### src/rtl/sd_seq_pkg.sv
`default_nettype none
// ============================================================================
//  Package     : sd_seq_pkg
//  Description : Shared definitions for the SD command sequencer: FSM state
//                type, SD controller register byte addresses and command
//                interrupt status bit positions. Addresses match the
//                controller's register map (sd_defines.h).
//  Revision    : 1.0 - initial release
// ============================================================================
package sd_seq_pkg;

    typedef enum logic [2:0] {
        ST_IDLE    = 3'd0,
        ST_CLR_ISR = 3'd1,
        ST_WR_CMD  = 3'd2,
        ST_WR_ARG  = 3'd3,
        ST_POLL    = 3'd4,
        ST_RD_RESP = 3'd5,
        ST_DONE    = 3'd6
    } seq_state_t;

    // Register byte addresses on the controller's register port
    localparam logic [6:0] ADDR_ARG     = 7'h00;
    localparam logic [6:0] ADDR_CMD     = 7'h04;
    localparam logic [6:0] ADDR_RESP0   = 7'h08;
    localparam logic [6:0] ADDR_CMD_ISR = 7'h34;

    // Command interrupt status bits
    localparam int ISR_CC = 0;  // command complete
    localparam int ISR_EI = 1;  // error

endpackage : sd_seq_pkg
`default_nettype wire

### src/rtl/sd_cmd_sequencer.sv
`default_nettype none
// ============================================================================
//  Module      : sd_cmd_sequencer
//  Description : Register-port master that executes one SD command per
//                request: clears cmd_isr, writes the command and argument
//                registers (argument byte 3 last, which starts the command),
//                polls cmd_isr until complete/error or a poll limit, reads
//                back resp0 (or resp0..resp3 for R2) and returns the result.
//  Ports       : clk, rst            - clock, synchronous active-high reset
//                req_*               - command request (valid/ready)
//                rsp_*               - result (valid/ready), status, timeout,
//                                      128-bit response {resp3..resp0}
//                reg_we/addr/wdata   - byte-wide register port, write side
//                reg_rdata           - combinational read data for reg_addr
//  Revision    : 1.0 - initial release
// ============================================================================
module sd_cmd_sequencer
    import sd_seq_pkg::*;
#(
    parameter int CMD_W      = 14,
    parameter int ISR_W      = 5,
    parameter int POLL_LIMIT = 65535
) (
    input  logic              clk,
    input  logic              rst,
    input  logic              req_valid,
    output logic              req_ready,
    input  logic [CMD_W-1:0]  req_cmd,
    input  logic [31:0]       req_arg,
    input  logic              req_long,
    output logic              rsp_valid,
    input  logic              rsp_ready,
    output logic [ISR_W-1:0]  rsp_status,
    output logic              rsp_timeout,
    output logic [127:0]      rsp_data,
    output logic              reg_we,
    output logic [6:0]        reg_addr,
    output logic [7:0]        reg_wdata,
    input  logic [7:0]        reg_rdata
);

    localparam int             PW        = (POLL_LIMIT > 1) ? $clog2(POLL_LIMIT + 1) : 1;
    localparam logic [PW-1:0]  POLL_LAST = PW'(POLL_LIMIT);

    seq_state_t        state;
    seq_state_t        state_next;

    logic [CMD_W-1:0]  cmd_q;
    logic [31:0]       arg_q;
    logic              long_q;
    logic [3:0]        byte_cnt;
    logic [PW-1:0]     poll_cnt;

    logic [15:0]       cmd_ext;
    logic [3:0]        last_byte;
    logic [PW-1:0]     poll_cnt_inc;
    logic              isr_hit;
    logic              poll_exhausted;
    logic              we_int;

    // Command register is split across two byte addresses; upper byte is
    // zero-extended.
    assign cmd_ext        = 16'(cmd_q);
    assign last_byte      = long_q ? 4'd15 : 4'd3;
    assign poll_cnt_inc   = poll_cnt + PW'(1);
    assign isr_hit        = reg_rdata[ISR_CC] | reg_rdata[ISR_EI];
    assign poll_exhausted = (poll_cnt_inc == POLL_LAST);

    // Reset must suppress any write strobe in the very cycle it is raised,
    // otherwise an in-flight argument byte could still reach the controller.
    assign reg_we = we_int & ~rst;

    // ------------------------------------------------------------------
    // State register
    // ------------------------------------------------------------------
    always_ff @(posedge clk) begin
        if (rst) begin
            state <= ST_IDLE;
        end else begin
            state <= state_next;
        end
    end

    // ------------------------------------------------------------------
    // Next-state and decoded outputs
    // ------------------------------------------------------------------
    always_comb begin
        state_next = state;
        req_ready  = 1'b0;
        rsp_valid  = 1'b0;
        we_int     = 1'b0;
        reg_addr   = 7'h00;
        reg_wdata  = 8'h00;

        case (state)
            ST_IDLE: begin
                req_ready = 1'b1;
                if (req_valid) begin
                    state_next = ST_CLR_ISR;
                end
            end
            ST_CLR_ISR: begin
                we_int     = 1'b1;
                reg_addr   = ADDR_CMD_ISR;
                state_next = ST_WR_CMD;
            end
            ST_WR_CMD: begin
                we_int    = 1'b1;
                reg_addr  = ADDR_CMD + {3'b000, byte_cnt};
                reg_wdata = byte_cnt[0] ? cmd_ext[15:8] : cmd_ext[7:0];
                if (byte_cnt == 4'd1) begin
                    state_next = ST_WR_ARG;
                end
            end
            ST_WR_ARG: begin
                we_int    = 1'b1;
                reg_addr  = ADDR_ARG + {3'b000, byte_cnt};
                reg_wdata = arg_q[{byte_cnt[1:0], 3'b000} +: 8];
                if (byte_cnt == 4'd3) begin
                    state_next = ST_POLL;
                end
            end
            ST_POLL: begin
                reg_addr = ADDR_CMD_ISR;
                // Completion is examined first so it wins over the limit
                if (isr_hit) begin
                    state_next = reg_rdata[ISR_EI] ? ST_DONE : ST_RD_RESP;
                end else if (poll_exhausted) begin
                    state_next = ST_DONE;
                end
            end
            ST_RD_RESP: begin
                reg_addr = ADDR_RESP0 + {3'b000, byte_cnt};
                if (byte_cnt == last_byte) begin
                    state_next = ST_DONE;
                end
            end
            ST_DONE: begin
                rsp_valid = 1'b1;
                if (rsp_ready) begin
                    state_next = ST_IDLE;
                end
            end
            default: begin
                state_next = ST_IDLE;
            end
        endcase
    end

    // ------------------------------------------------------------------
    // Datapath: request latch, byte/poll counters, result registers
    // ------------------------------------------------------------------
    always_ff @(posedge clk) begin
        if (rst) begin
            cmd_q       <= '0;
            arg_q       <= '0;
            long_q      <= 1'b0;
            byte_cnt    <= 4'd0;
            poll_cnt    <= '0;
            rsp_status  <= '0;
            rsp_timeout <= 1'b0;
            rsp_data    <= '0;
        end else begin
            // Byte counter restarts on every state change so each
            // multi-cycle state sees 0,1,2,...
            if (state_next != state) begin
                byte_cnt <= 4'd0;
            end else if (state == ST_WR_CMD || state == ST_WR_ARG || state == ST_RD_RESP) begin
                byte_cnt <= byte_cnt + 4'd1;
            end

            if (state == ST_POLL) begin
                poll_cnt <= poll_cnt_inc;
            end else begin
                poll_cnt <= '0;
            end

            case (state)
                ST_IDLE: begin
                    if (req_valid) begin
                        cmd_q       <= req_cmd;
                        arg_q       <= req_arg;
                        long_q      <= req_long;
                        rsp_data    <= '0;
                        rsp_status  <= '0;
                        rsp_timeout <= 1'b0;
                    end
                end
                ST_POLL: begin
                    // Keep the latest sample so a timeout reports it
                    rsp_status <= reg_rdata[ISR_W-1:0];
                    if (!isr_hit && poll_exhausted) begin
                        rsp_timeout <= 1'b1;
                    end
                end
                ST_RD_RESP: begin
                    rsp_data[{byte_cnt, 3'b000} +: 8] <= reg_rdata;
                end
                default: begin
                end
            endcase
        end
    end

endmodule : sd_cmd_sequencer
`default_nettype wire
### config.mk
export PLATFORM = sky130hd
export DESIGN_NAME = sd_cmd_sequencer
export DESIGN_NICKNAME = d
export VERILOG_FILES = /design/src/rtl/sd_seq_pkg.sv /design/src/rtl/sd_cmd_sequencer.sv
export SDC_FILE = /design/constraint.sdc
export NUM_CORES = 1
export LEC_CHECK = 0
export ABC_AREA = 1
export ABC_CLOCK_PERIOD_IN_PS = 2300
export CAP_MARGIN = 15
export CORE_UTILIZATION = 45
export CTS_CLUSTER_SIZE = 8
export DETAILED_ROUTE_END_ITERATION = 7
export PLACE_DENSITY_LB_ADDON = 0.15
export REMOVE_ABC_BUFFERS = 1
export SYNTH_ARGS = -nofsm -noshare
export SYNTH_HDL_FRONTEND = slang
export SYNTH_SLANG_ARGS = --single-unit
### constraint.sdc
create_clock -name clk -period 2.3 [get_ports clk]
set_input_delay 0.345 -clock clk [delete_from_list [all_inputs] [get_ports clk]]
set_output_delay 0.345 -clock clk [all_outputs]
set_load 0.005 [all_outputs]
# == After elaboration in Yosys (flattened, before gate mapping) ==
# Index checks and enable logic that the tools add are counted.
# totals
input_bits,59
elab_cells,73
reg_bits,204
# classes
reduce_logical,15
n_shift,3
bitwise,4
addsub,5
mux,24
n_eq_ne,13
# op_table
op,count
$pmux 128 s2,1
$bwmux 128,1
$mux 128,1
$shift 8x9->128 const A,1
$shiftx 8x9->128,1
$shiftx 32x6->8,1
$pmux 6 s4,1
$mux 3,7
$pmux 3 s7,1
$add 16x1->16 const B,1
$eq 16x16->1 const B,1
$pmux 8 s2,1
$pmux 5 s2,1
$eq 3x3->1 const B,3
$neg 7->9,1
$mux 8,1
$eq 3x2->1 const B,2
$reduce_and 2->1,3
$reduce_or 2->1,3
$add 3x4->5 const A,1
$add 4x4->5 const A,1
$mux 1,5
$mux 5,1
$add 4x1->4 const B,1
20 further kinds,23

# == Depth between registers and ports, before layout ==
# logic_depth
word_depth,7
depth_mapped,16
ltp_nobuf,16

# == Least setup slack after synthesis ==
# Ideal clock, no wire load.
# synth_timing
path_kind,register -> register
startpoint,register byte_cnt[0]
endpoint,register rsp_data[10]
path_slack_ns,-0.168
required_ns,2.168
arrival_time_ns,2.336
period_less_slack_ns,2.468
setup_ns,0.132
stages_incl_launch_ff,11
cell_sequence,dfxtp_1 -> buf_2 -> inv_2 -> clkbuf_1 -> ha_1 -> nand2_1 -> nand2_1 -> nor3_4 -> o21ai_2 -> nand2_1 -> a21oi_1
# synth_via
elab_chain_len,4
word_cells_on_any_way,5
# synth_lines
element,line_no,text
"start, declared",sd_cmd_sequencer.sv:51,logic [3:0] byte_cnt;
"start signal, assigned",sd_cmd_sequencer.sv:169,byte_cnt <= byte_cnt + 4'd1;
$neg 7->9 (*),sd_cmd_sequencer.sv:197,"rsp_data[{byte_cnt, 3'b000} +: 8] <= reg_rdata;"
$shiftx 8x9->128 / $shift 8x9->128 (equally long branches),sd_cmd_sequencer.sv:197,
$bwmux 128 (*),sd_cmd_sequencer.sv:197,
$pmux 128 s2 (*),sd_cmd_sequencer.sv:178,case (state)
"end signal, assigned by index",sd_cmd_sequencer.sv:197,
"end, declared",sd_cmd_sequencer.sv:35,"output logic [127:0] rsp_data,"
# Every way passes the cells marked *; elsewhere a longest branch is shown, timed or not.
# A chain may end at the register's enable or synchronous reset.

# == Worst setup path in the final report ==
# layout_timing
startpoint,register state[1]
endpoint,output reg_addr[3]
# layout_via
elab_chain_len,3
word_cells_on_any_way,7
# layout_lines
element,line_no,text
"start, declared",sd_cmd_sequencer.sv:45,seq_state_t state;
"start signal, assigned",sd_cmd_sequencer.sv:80,state <= state_next;
$eq 3x3->1 / $eq 3x1->1 (equally long branches),sd_cmd_sequencer.sv:95,case (state)
$reduce_or 2->1 (no source line),-,
$pmux 6 s4 (*),sd_cmd_sequencer.sv:95,
"end, declared",sd_cmd_sequencer.sv:37,"output logic [6:0] reg_addr,"
# Marked as above.

==> impl_metrics.tcl <==
set metrics [dict create \
    antenna_found_initial 1 \
    stdcell_count 1710 \
    hold_viol 0 \
    rsz0062_at_grt "no" \
    root_buffer "clkbuf_16" \
    pwr_density_cell_nw_per_um2 682 \
    worst_ir_drop_vdd_mv 0.544 \
    worst_clock_skew_ns 0.0221 \
    grt_max_degree 141 \
    vias 8943 \
    drc 0 \
    synthTopCellsByArea "dfxtp_1 (46%), nand2_1 (15%), a21oi_1 (12%)" \
    synth-async-reset-ratio_pct 0 \
    worstMarginPinSlew_ns 0.635 \
    slew_headroom_pct 57.4 \
    crit_family "buffers and inverters" \
    clk_pin_slew_ns 0.05 \
    placed_area_um2 11500 \
    fin_crit_sh_pct 97.1 \
    initial_utilization_pct 46.0 \
    grt_usage_pct 26.2 \
    finalSetupViolations 0 \
    place_inst 1660 \
    viasPerCell 5.23 \
    worst-path-max-fanout 17 \
    cp.required_ns 1.96 \
    ys_seq_area_share_pct 45.5 \
    ys_types 45 \
    critPathCaptureType "output port" \
    ant_nets 0 \
    seqCellArea_um2 4100 \
    rows 51 \
    clock_path_buffers 3 \
    dp_hpwl_mm 18.3 \
    nets 1513 \
    maxCapViolations 0 \
    path_cells "inv_4, nand2_2, nor2_4, inv_2, buf_12, o211ai_1, buf_2" \
    design_area_um2 12600 \
    slew_viol_final 0 \
    ys_ff_latch 204 \
    timing.critical_path.buf_inv 4 \
    outcome "complete, no violations" \
    p_leak_nw 4.47 \
    synth-edff-count 0 \
    die_x_um 143 \
    post-route-min-period_ns 2.23 \
    grt_pass1_wl_mm 42.3 \
    die_y_um 143 \
    clock-sinks 204 \
    numCtsBuffers 29 \
    synth_area_um2 8970 \
    worstSetupPathType "register to output port" \
    ys.flop_type "dfxtp_1" \
    syn-instance-count 1203 \
    worstPathArrival_ns 1.89 \
    netlist.area_leader.share_pct 45.5 \
    grt_pass1_vias 8233 \
    layout-drive-gt1-share_pct 13.2 \
    cts_tree "done" \
    routedWlPerCell_um 15.8 \
    hp-class "primary input to register" \
    grt-ovfl-total 0 \
    drt-pass1-iter-count 5 \
    htreeDepth 1 \
    crit_path_top_delay_cell "dfxtp_4" \
    finalWirelength_mm 27.1 \
    max_freq_ghz 0.448 \
    multi_input_area_um2 4410 \
    port-buffer-count 209 \
    nFillCells 1714 \
    place_congestion 0.858 \
    yosysTopAreaCell "dfxtp_1" \
    core_area_um2 19500 \
    cp_slowest_stage_delay_ns 0.36 \
    postSynthAreaPerCell_um2 7.46 \
    drtIter0Drc 455 \
    syn_to_final_growth_pct 40.1 \
    worstSkewPairLatency_ns 0.54 \
    dieArea_um2 20500 \
    pin_count 211 \
    startpoint_type "register" \
    yosysWarnings 0 \
]
cell usage in the layout (no fill, tap or decap), types with 10 or more instances in the layout:
cell / Yosys / layout
nand2_1: 347 / 343
a21oi_1: 212 / 210
dfxtp_1: 204 / 200
clkdlybuf4s50_1: 0 / 194
inv_1: 64 / 61
nor2_1: 65 / 61
nand3_1: 62 / 61
o21ai_0: 56 / 50
buf_4: 3 / 45
clkbuf_16: 0 / 29
nor2_2: 11 / 15
inv_2: 13 / 13
nand2_2: 10 / 13
nor3_1: 13 / 13
nand4_1: 13 / 13
ha_1: 10 / 10
dlygate4sd2_1: 0 / 10
sequential cells by signal, indices dropped and copies added (netlist names):
| signal | flops |
|---|---|
| arg_q | 32 |
| cmd_q | 14 |
| rsp_data | 128 |
| long_q | 1 |
| rsp_status | 5 |
| poll_cnt | 16 |
| state | 3 |
| rsp_timeout | 1 |
| byte_cnt | 4 |
cells in the mapped netlist (4+ instances only):
cell type  number
o21ai_0        56
nor3_4          7
clkbuf_1       38
a21o_1          6
nand4_1        13
buf_2          10
nand2_1       347
nor2_4          9
nor2_1         65
nor3_1         13
inv_1          64
ha_1           10
nand2_2        10
dfxtp_1       204
nand2_4         4
nand3_1        62
nor2_2         11
o21ai_2         6
a21oi_1       212
a21oi_2         4
inv_2          13
logic make-up (layout without fill, tap and decap cells):
logic type / count (synthesis) / after routing / share of synthesized area (%)
buf+inv: 134 / 375 / 5.98
other cells: 1 / 2 / 0.0418
xor+xnor: 5 / 5 / 0.697
compound gates: 298 / 298 / 18.4
flops: 204 / 204 / 45.5
fa+ha+maj: 10 / 10 / 1.39
simple gates: 551 / 551 / 28.0
final cells by class:
class                           instances  share of cell area [%]
Antenna cell                            1                  0.0199
Clock buffer                           29                    5.77
Clock inverter                          2                   0.398
Inverter                               80                    2.54
Multi-Input combinational cell        865                    35.0
Sequential cell                       204                    32.6
Tap cell                              265                    2.64
Timing Repair Buffer                  264                    21.0
final timing paths:
check         startpoint           end  slack (ns)  cells past startpoint
max             state[1]   reg_addr[3]        0.07                      7
min                  rst     cmd_q[13]        0.20                      2
max reg2reg  byte_cnt[0]  rsp_data[79]        0.18                     10
min reg2reg     cmd_q[6]      cmd_q[6]        0.44                      2
power by group:
| part | total (mW) | switching (mW) | leakage, nW | internal, mW |
|---|---|---|---|---|
| clock | 3.78 | 1.47 | 0.381 | 2.32 |
| sequential | 3.68 | 0.0400 | 1.65 | 3.64 |
| combinational | 1.11 | 0.697 | 2.43 | 0.415 |
metal layers:
metal	global-route usage, %	part of all wire [%]	vias to the layer above
met5	0	0	-
met4	7.45	2.1	0
met3	4.29	6.9	44
met2	42.7	46	332
met1	35.6	45	4130
li1	-	-	4437
metrics by stage:
| step | total power [mW] | setup WS (ns) | hold slack [ns] | TNS (ns) | util, % |
|---|---|---|---|---|---|
| floorplan | 4.31 | -0.996 | 0.414 | -97.57 | - |
| global placement | 4.77 | 0.205 | 0.433 | 0 | 58.9 |
| detailed placement | 4.78 | 0.185 | 0.437 | 0 | 58.9 |
| CTS | 8.60 | 0.0146 | 0.174 | 0 | 64.3 |
| global route | 8.88 | 0.000517 | 0.183 | 0 | 64.4 |
| finish | 8.57 | 0.0661 | 0.195 | 0 | 64.4 |
repair_timing:
action	4_1_cts	5_1_grt
pin swaps	8	5
setup endpoints to repair	14	15
gates resized for setup	49	12
gates cloned	3	0
hold buffers	0	0
buffers inserted	14	1
Power figures use the tool's default switching activity.
